`src/rtl/sync_fifo_param.sv`:
```
// Single-clock FIFO with fill count, almost-full/empty thresholds, sticky error flags and flush.
// Define SYNC_FIFO_PARITY_EN to store a parity bit per entry and report rperr on reads.
module sync_fifo_param #(
    parameter int unsigned DATA_WIDTH    = 8,
    parameter int unsigned ADDR_WIDTH    = 4,
    parameter int unsigned AFULL_THRESH  = 2**ADDR_WIDTH - 2,
    parameter int unsigned AEMPTY_THRESH = 2
) (
    input  logic                  clk,
    input  logic                  rst_n,
    input  logic                  clr,
    input  logic                  winc,
    input  logic [DATA_WIDTH-1:0] wdata,
    input  logic                  rinc,
    output logic [DATA_WIDTH-1:0] rdata,
    output logic                  wfull,
    output logic                  rempty,
    output logic                  almost_full,
    output logic                  almost_empty,
    output logic [ADDR_WIDTH:0]   wcount,
    output logic                  overflow,
    output logic                  underflow,
    input  logic                  winj_perr,
    output logic                  rperr
);

    localparam int unsigned DEPTH = 2**ADDR_WIDTH;
    localparam int unsigned CW    = ADDR_WIDTH + 1;

    localparam logic [CW-1:0] DEPTH_CNT  = CW'(DEPTH);
    localparam logic [CW-1:0] AFULL_CNT  = CW'(AFULL_THRESH);
    localparam logic [CW-1:0] AEMPTY_CNT = CW'(AEMPTY_THRESH);

`ifdef SYNC_FIFO_PARITY_EN
    localparam int unsigned MEM_WIDTH = DATA_WIDTH + 1;
`else
    localparam int unsigned MEM_WIDTH = DATA_WIDTH;
`endif

    logic [MEM_WIDTH-1:0] mem [DEPTH];
    logic [MEM_WIDTH-1:0] wr_entry;
    logic [MEM_WIDTH-1:0] rd_entry;
    logic                 rd_perr;

    logic [CW-1:0]         wptr_q, wptr_d;
    logic [CW-1:0]         rptr_q, rptr_d;
    logic [CW-1:0]         count_q, count_d;
    logic                  full_q, full_d;
    logic                  empty_q, empty_d;
    logic                  afull_q, afull_d;
    logic                  aempty_q, aempty_d;
    logic                  ovf_q, ovf_d;
    logic                  udf_q, udf_d;
    logic [DATA_WIDTH-1:0] rdata_q, rdata_d;
    logic                  rperr_q, rperr_d;

    logic wr_en;
    logic rd_en;

    // Flush wins over both requests; dropped requests must not touch the sticky flags.
    assign wr_en = winc && !full_q && !clr;
    assign rd_en = rinc && !empty_q && !clr;

    assign rd_entry = mem[rptr_q[ADDR_WIDTH-1:0]];

`ifdef SYNC_FIFO_PARITY_EN
    // Even parity: XOR over the whole stored word is zero for a clean entry.
    assign wr_entry = {(^wdata) ^ winj_perr, wdata};
    assign rd_perr  = ^rd_entry;
`else
    logic unused_winj_perr;
    assign unused_winj_perr = winj_perr;
    assign wr_entry         = wdata;
    assign rd_perr          = 1'b0;
`endif

    always_comb begin
        wptr_d  = wptr_q;
        rptr_d  = rptr_q;
        count_d = count_q;
        ovf_d   = ovf_q;
        udf_d   = udf_q;
        rdata_d = rdata_q;
        rperr_d = rperr_q;

        if (clr) begin
            wptr_d  = '0;
            rptr_d  = '0;
            count_d = '0;
            ovf_d   = 1'b0;
            udf_d   = 1'b0;
            rperr_d = 1'b0;
        end else begin
            if (wr_en) begin
                wptr_d = wptr_q + CW'(1);
            end
            if (rd_en) begin
                rptr_d  = rptr_q + CW'(1);
                rdata_d = rd_entry[DATA_WIDTH-1:0];
                rperr_d = rd_perr;
            end
            unique case ({wr_en, rd_en})
                2'b10:   count_d = count_q + CW'(1);
                2'b01:   count_d = count_q - CW'(1);
                default: count_d = count_q;
            endcase
            if (winc && full_q) begin
                ovf_d = 1'b1;
            end
            if (rinc && empty_q) begin
                udf_d = 1'b1;
            end
        end

        // Flags decode the next count so they line up with the registered wcount.
        full_d   = (count_d == DEPTH_CNT);
        empty_d  = (count_d == '0);
        afull_d  = (count_d >= AFULL_CNT);
        aempty_d = (count_d <= AEMPTY_CNT);
    end

    always_ff @(posedge clk or negedge rst_n) begin
        if (!rst_n) begin
            wptr_q   <= '0;
            rptr_q   <= '0;
            count_q  <= '0;
            full_q   <= 1'b0;
            empty_q  <= 1'b1;
            afull_q  <= 1'b0;
            aempty_q <= 1'b1;
            ovf_q    <= 1'b0;
            udf_q    <= 1'b0;
            rdata_q  <= '0;
            rperr_q  <= 1'b0;
        end else begin
            wptr_q   <= wptr_d;
            rptr_q   <= rptr_d;
            count_q  <= count_d;
            full_q   <= full_d;
            empty_q  <= empty_d;
            afull_q  <= afull_d;
            aempty_q <= aempty_d;
            ovf_q    <= ovf_d;
            udf_q    <= udf_d;
            rdata_q  <= rdata_d;
            rperr_q  <= rperr_d;
        end
    end

    // Storage is deliberately not reset.
    always_ff @(posedge clk) begin
        if (wr_en) begin
            mem[wptr_q[ADDR_WIDTH-1:0]] <= wr_entry;
        end
    end

    assign rdata        = rdata_q;
    assign rperr        = rperr_q;
    assign wfull        = full_q;
    assign rempty       = empty_q;
    assign almost_full  = afull_q;
    assign almost_empty = aempty_q;
    assign wcount       = count_q;
    assign overflow     = ovf_q;
    assign underflow    = udf_q;

    a_count_ptr: assert property (@(posedge clk) disable iff (!rst_n)
        count_q == (wptr_q - rptr_q));
    a_count_range: assert property (@(posedge clk) disable iff (!rst_n)
        count_q <= DEPTH_CNT);
    a_full_empty_excl: assert property (@(posedge clk) disable iff (!rst_n)
        !(full_q && empty_q));

endmodule
```
`config.mk`:
```
export PLATFORM = sky130hd
export DESIGN_NAME = sync_fifo_param
export DESIGN_NICKNAME = d
export VERILOG_FILES = /design/src/rtl/sync_fifo_param.sv
export SDC_FILE = /design/constraint.sdc
export NUM_CORES = 1
export LEC_CHECK = 0
export CORE_AREA = 2 2 121 123
export DETAILED_ROUTE_END_ITERATION = 12
export DIE_AREA = 0 0 123 125
export DONT_BUFFER_PORTS = 1
export GPL_TIMING_DRIVEN = 0
export PLACE_DENSITY = 0.66
export SLEW_MARGIN = 20
export SYNTH_ARGS = -nofsm -noshare
export SYNTH_HDL_FRONTEND = slang
export SYNTH_SLANG_ARGS = --single-unit
```
`constraint.sdc`:
```
create_clock -name clk -period 3.7 [get_ports clk]
set_clock_uncertainty 0.05 [all_clocks]
set_input_delay 0.925 -clock clk [delete_from_list [all_inputs] [get_ports clk]]
set_output_delay 0.925 -clock clk [all_outputs]
set_load 0.02 [all_outputs]
```
==> flow_summary_export.csv, run 1 <==
group,metric,value,unit
critical_path,cp.arrival,3.73,ns
synth,synth_top_family_by_area,"multiplexers",
power_and_ir_drop,peakVddDrop,0.000387,V
power_and_ir_drop,powerDensity,597,nW/um^2
synth,synth.distinct_cells,45,
place,place_hpwl,7920,um
detailed_routing,via_per_inst,5.57,
detailed_routing,drcViolationCount,0,
clock_network,clockRootBuffer,"clkbuf_16",
synth,netlist_instances,339,
global_route,grt_pass1_vias,3295,
layout,syn2layout_area_growth,13.8,%
global_route,grtUsageTotal,17.7,%
critical_path,worstPathRequired,3.96,ns
synth,netlist_area,6340,um^2
detailed_routing,drt_pre_antenna_iters,7,
synth,ys_seq_elements,155,
critical_path,end_kind,"flip-flop",
die,fp.dieW,123,um
synth,yosysWarningCount,0,
layout,antenna_cells,0,
critical_path,startpoint_type,"flip-flop",
timing,setup_ws,0.231,ns
critical_path,cp_max_fo,10,
synth,synthSimpleGateAreaFrac,5.82,%
synth,async_reset_ff_share,17.4,%
timing,setup_tns,0,ns
clock_network,htreeDepth,4,
synth,synth_xor_area_share,1.24,%
clock_network,cts_tree,"done",
synth,syn_area_per_cell,18.7,um^2
flow_run,max-cap-violations,0,
synth,synth_top_flop_cell,"edfxtp_1",
die,rows,44,
layout,final_util,50.8,%
timing,tightest_slew,0.883,ns
die,die_area,15400,um^2
clock_network,cts.sinks,155,
die,pin_count,34,
timing,rsz0062_at_grt,"false",
detailed_routing,ant_nets,0,
critical_path,r2r_cells,12,
die,die_h,125,um
timing,post-route-period-util,93.8,%
critical_path,r2r-start,"rempty$_DFF_PN1_",
timing,relSlewSlack,40.9,%
timing,hold_viol,0,
power_and_ir_drop,power.leakage,0.00242,uW
die,start_util,44.7,%
place,gp_congestion,0.768,
critical_path,path_class,"reg2reg",
synth,synth-edff-count,128,
timing,max_freq,288,MHz
synth,synthAdderAreaFrac,1.58,%
critical_path,rr_endpoint,"wfull$_DFF_PN0_",
die,core_area,14200,um^2
clock_network,clk_latency,0.43,ns
global_route,overflow,0,
detailed_routing,drt_iter0_drc,275,
global_route,grt_pass1_wl,19200,um
synth,synth-compound-area-share,2.64,%
critical_path,r2r_slack,0.23,ns
clock_network,cts.clk_slew.worst_paths,0.06,ns
global_route,grt_max_degree,28,
synth,seq_area_frac_synth,71.3,%
synth,synth_top_area_share,60.6,%
timing,drv_slew,0,
status,outcome,"finished clean",
place,port_buffers,0,
layout,final_layout_size_suffix_gt1_share,23.2,%
global_route,antenna_found_initial,0,
layout,fin_nets,379,
timing,finalSetupViolations,0,
synth,ys_top_cells_by_area,"edfxtp_1 (61%), dfrtp_1 (9.9%), mux4_2 (8.5%), mux4_1 (3.3%), mux2_2 (1.8%)",
synth,synth_top_area_cell,"edfxtp_1",
clock_network,cts_buffers,17,
clock_network,clockBufferDepth,2,
place,pre_cts_ws,-0.535,ns
timing,min_period,3.47,ns
synth,synthesis.nets,361,
timing,holdWs,0.140,ns
layout,mostFrequentLayoutCells,"edfxtp_1 (128), dfrtp_1 (25), mux4_2 (24)",
layout,layout_commonest_cell,"edfxtp_1",
worst_hold_path,worstHoldPathType,"in2async",
detailed_routing,dr_total_vias,3084,
synth,synthMuxAreaShare,15.3,%
detailed_routing,wire_per_inst,22.6,um
detailed_routing,routed_wl,12500,um
-- metal layers --
metal  share of wire (%)  vias to the layer above  GRT usage, %  wire [um]
met5                   0                        -             0          0
met4                 1.7                        0          6.62        209
met3                 6.5                       20          5.11        810
met2                  50                       97          27.9       6320
met1                  41                     1589          23.3       5180
li1                    -                     1378             -          -
-- cell usage after synthesis (2+ instances only) --
| cell | count |
|---|---|
| edfxtp_1 | 128 |
| dfrtp_1 | 25 |
| mux4_2 | 24 |
| nor2_1 | 23 |
| and2_1 | 12 |
| mux2i_1 | 11 |
| mux2_2 | 10 |
| nor3_1 | 10 |
| clkbuf_1 | 9 |
| a221o_1 | 8 |
| ha_1 | 8 |
| mux4_1 | 8 |
| a21oi_1 | 5 |
| inv_1 | 5 |
| nand2b_1 | 5 |
| xor2_1 | 5 |
| nor2b_1 | 4 |
| xnor2_1 | 4 |
| buf_2 | 3 |
| nand2_1 | 3 |
| buf_1 | 2 |
| buf_6 | 2 |
| dfstp_2 | 2 |
| nand4_1 | 2 |
-- state kept, by name, indices dropped and copies added, names as in the netlist --
| register | flops |
|---|---|
| rptr_q | 4 |
| rempty | 1 |
| almost_empty | 1 |
| overflow | 1 |
| mem | 128 |
| wptr_q | 4 |
| wcount | 5 |
| almost_full | 1 |
| rdata | 8 |
| underflow | 1 |
| wfull | 1 |
-- final cells by class --
| type | instances | area (um^2) |
|---|---|---|
| Fill cell | 1139 | 6980 |
| Sequential cell | 155 | 4520 |
| Multi-Input combinational cell | 160 | 1720 |
| Clock buffer | 22 | 454 |
| Tap cell | 184 | 230 |
| Clock inverter | 10 | 165 |
| Buffer | 18 | 111 |
| Inverter | 5 | 18.8 |
-- worst max path at each step --
stage | depth (start not counted) | slack, ns | startpoint | endpoint
4_1_cts | 12 | 0.06 | rempty$_DFF_PN1_ | wfull$_DFF_PN0_
6_report | 12 | 0.23 | rempty$_DFF_PN1_ | wfull$_DFF_PN0_
3_5_place_dp | 13 | -0.53 | rinc | almost_empty$_DFF_PN1_
5_1_grt | 12 | 0.05 | rinc | wfull$_DFF_PN0_
2_1_floorplan | 13 | 0.02 | rinc | wfull$_DFF_PN0_
3_3_place_gp | 13 | -0.41 | rinc | wfull$_DFF_PN0_
-- stage by stage --
stage          area (um^2)  total power, uW  instances
4_1_cts               7210             4340        554
3_3_place_gp          6580             2520        523
3_5_place_dp          6580             2530        523
5_1_grt               7220             4450        554
6_report              7220             4310        554
2_1_floorplan         6350             2430        339
-- cell families (layout without fill, tap and decap cells) --
family	after synthesis	after routing
flops	155	155
simple gates	68	68
mux	53	53
buf+inv	24	55
compound gates	21	21
xor+xnor	9	9
fa+ha+maj	8	8
other cells	1	1
-- worst max-delay path, cell delays in order, from the launching register on --
cell and delay (ns):
dfstp_2 0.61, nor2b_2 0.11, nand2b_2 0.17, clkbuf_4 0.25, inv_1 0.09, ha_1 0.28
xor2_1 0.19, ha_1 0.22, a21oi_2 0.12, mux2i_1 0.25, mux2_2 0.41, or3_4 0.41
nor4_2 0.20
-- where the power goes --
| part | switching, uW | total (uW) | internal [uW] |
|---|---|---|---|
| combinational | 182 | 393 | 212 |
| clock | 667 | 1820 | 1150 |
| sequential | 132 | 2100 | 1970 |
-- timing repair --
item,4_1_cts,5_1_grt
setup buffers,0,0
hold buffers,0,0
pin swaps,0,0
setup endpoints to repair,2,3
gates resized for setup,2,6
Power figures use the tool's default switching activity.
==> run 2: changes to the inputs <==
--- a/config.mk
+++ b/config.mk
@@ -11,6 +11,7 @@
 export DONT_BUFFER_PORTS = 1
 export GPL_TIMING_DRIVEN = 0
 export PLACE_DENSITY = 0.66
+export RECOVER_POWER = 100
 export SLEW_MARGIN = 20
 export SYNTH_ARGS = -nofsm -noshare
 export SYNTH_HDL_FRONTEND = slang
==> flow_summary_export.csv, run 2 (synthesis gave the netlist of run 1 again) <==
group,metric,value,unit
clock_network,clockBufferDepth,2,
critical_path,worstPathRequired,3.97,ns
global_route,grtUsageTotal,17.7,%
detailed_routing,drcViolationCount,0,
critical_path,rr_endpoint,"almost_empty$_DFF_PN1_",
detailed_routing,dr_wl_met3,792,um
global_route,grt_pass1_vias,3295,
timing,finalSetupViolations,0,
critical_path,cp-startpoint,"rempty$_DFF_PN1_",
worst_hold_path,worstHoldPathType,"in2async",
timing,rsz0062_at_grt,"false",
power_and_ir_drop,power.leakage,0.00240,uW
critical_path,r2r_slack,0.23,ns
place,place_hpwl,7920,um
global_route,antenna_found_initial,0,
detailed_routing,ant_nets,0,
timing,hold_viol,0,
detailed_routing,wire_per_inst,22.7,um
power_and_ir_drop,powerDensity,599,nW/um^2
flow_run,max-cap-violations,0,
critical_path,cp.arrival,3.73,ns
clock_network,cts.sinks,155,
clock_network,htreeDepth,4,
global_route,overflow,0,
detailed_routing,highest_layer,"met4",
critical_path,endpoint,"almost_empty$_DFF_PN1_",
timing,holdWs,0.136,ns
power_and_ir_drop,peakVddDrop,0.000388,V
detailed_routing,dr_total_vias,3100,
detailed_routing,routed_wl,12600,um
layout,syn2layout_area_growth,13.6,%
place,gp_congestion,0.768,
die,die_area,15400,um^2
clock_network,cts_tree,"done",
detailed_routing,drt_iter0_drc,319,
place,placed_cell_area,6580,um^2
critical_path,r2r_cells,12,
global_route,grt_pass1_wl,19200,um
status,outcome,"finished clean",
detailed_routing,via_per_inst,5.60,
die,pin_count,34,
layout,stdcell_area,7210,um^2
layout,fin_nets,379,
layout,antenna_cells,0,
critical_path,end_kind,"flip-flop",
clock_network,cts_buffers,17,
detailed_routing,drt_pre_antenna_iters,4,
layout,final_layout_size_suffix_gt1_share,22.4,%
critical_path,r2r-start,"rempty$_DFF_PN1_",
global_route,grt_max_degree,28,
die,die_h,125,um
layout,final_util,50.7,%
critical_path,cp_max_fo,10,
clock_network,cts.clk_slew.worst_paths,0.06,ns
layout,largest_reg_flops,128,
clock_network,clockRootBuffer,"clkbuf_16",
timing,drv_slew,0,
detailed_routing,wl_met1,5190,um
die,core_area,14200,um^2
layout,instances_no_fill,554,
timing,post-route-period-util,93.7,%
critical_path,startpoint_type,"flip-flop",
timing,tightest_slew,1.28,ns
timing,min_period,3.47,ns
place,port_buffers,0,
layout,layout_commonest_cell,"edfxtp_1",
detailed_routing,met2_length,6350,um
die,rows,44,
timing,max_freq,288,MHz
clock_network,clk_latency,0.43,ns
die,fp.dieW,123,um
die,start_util,44.7,%
timing,relSlewSlack,13.8,%
place,dp.cells,523,
critical_path,path_class,"reg2reg",
layout,mostFrequentLayoutCells,"edfxtp_1 (128), dfrtp_1 (25), mux4_2 (24)",
run 2: changes by cell type in the layout (fill, tap and decap cells not counted), sizes merged:
cell / before / now
buf: 9 / 8
clkbuf: 31 / 32
run 2: worst max-delay path: stages, from the launching register on:
cell and delay [ns]:
dfstp_2 0.61, nor2b_2 0.11, nand2b_2 0.17, clkbuf_4 0.24
inv_1 0.09, ha_1 0.28, xor2_1 0.19, ha_1 0.22
nor3b_1 0.16, o32ai_1 0.47, xnor2_1 0.22, nor2_1 0.15
a2111oi_2 0.40
run 2: worst min-delay path by stage:
| stage | from | end | slack (ns) | depth (start not counted) |
|---|---|---|---|---|
| 3_3_place_gp | rptr_q[1]$_DFFE_PN0P_ | rptr_q[1]$_DFFE_PN0P_ | 0.56 | 3 |
| 3_5_place_dp | rst_n | overflow$_DFFE_PN0P_ | 0.58 | 0 |
| 6_report | rst_n | almost_full$_DFF_PN0_ | 0.14 | 0 |
| 2_1_floorplan | wptr_q[3]$_DFFE_PN0P_ | wptr_q[3]$_DFFE_PN0P_ | 0.53 | 2 |
| 5_1_grt | rst_n | almost_full$_DFF_PN0_ | 0.12 | 0 |
| 4_1_cts | rst_n | almost_full$_DFF_PN0_ | 0.13 | 0 |
run 2: report_power, final:
part / switching [uW] / leakage, uW / total, uW / internal (uW)
logic: 181 / 0.000593 / 392 / 211
registers: 132 / 0.00151 / 2100 / 1970
clock network: 673 / 0.000303 / 1820 / 1150
total: 985 / 0.00240 / 4320 / 3330
run 2: cell type report:
class                      count  area [um^2]
buffer                        18          111
clock buffer                  22          454
clock inverter                10          165
fill                        1140         7000
inverter                       5         18.8
multi-input combinational    160         1710
sequential                   155         4520
tap                          184          230
run 2: metal layers:
metal  global-route usage, %  vias to the layer above
li1                        -                     1378
met1                    23.3                     1610
met2                    27.9                       90
met3                    5.11                       22
met4                    6.62                        0
met5                       0                        -
run 2: stage by stage:
| stage | power [uW] | worst slack (ns) | setup TNS, ns |
|---|---|---|---|
| 2_1_floorplan | 2430 | 0.0211 | 0 |
| 3_3_place_gp | 2520 | -0.409 | -1.30 |
| 3_5_place_dp | 2530 | -0.535 | -1.72 |
| 4_1_cts | 4340 | 0.0556 | 0 |
| 5_1_grt | 4450 | 0.0485 | 0 |
| 6_report | 4320 | 0.234 | 0 |
run 2: repair_timing:
item | CTS | global route
hold buffers | 0 | 0
setup buffers | 0 | 0
cloned | 0 | 0
endpoints found under the setup margin | 2 | 3
resized for setup | 2 | 6
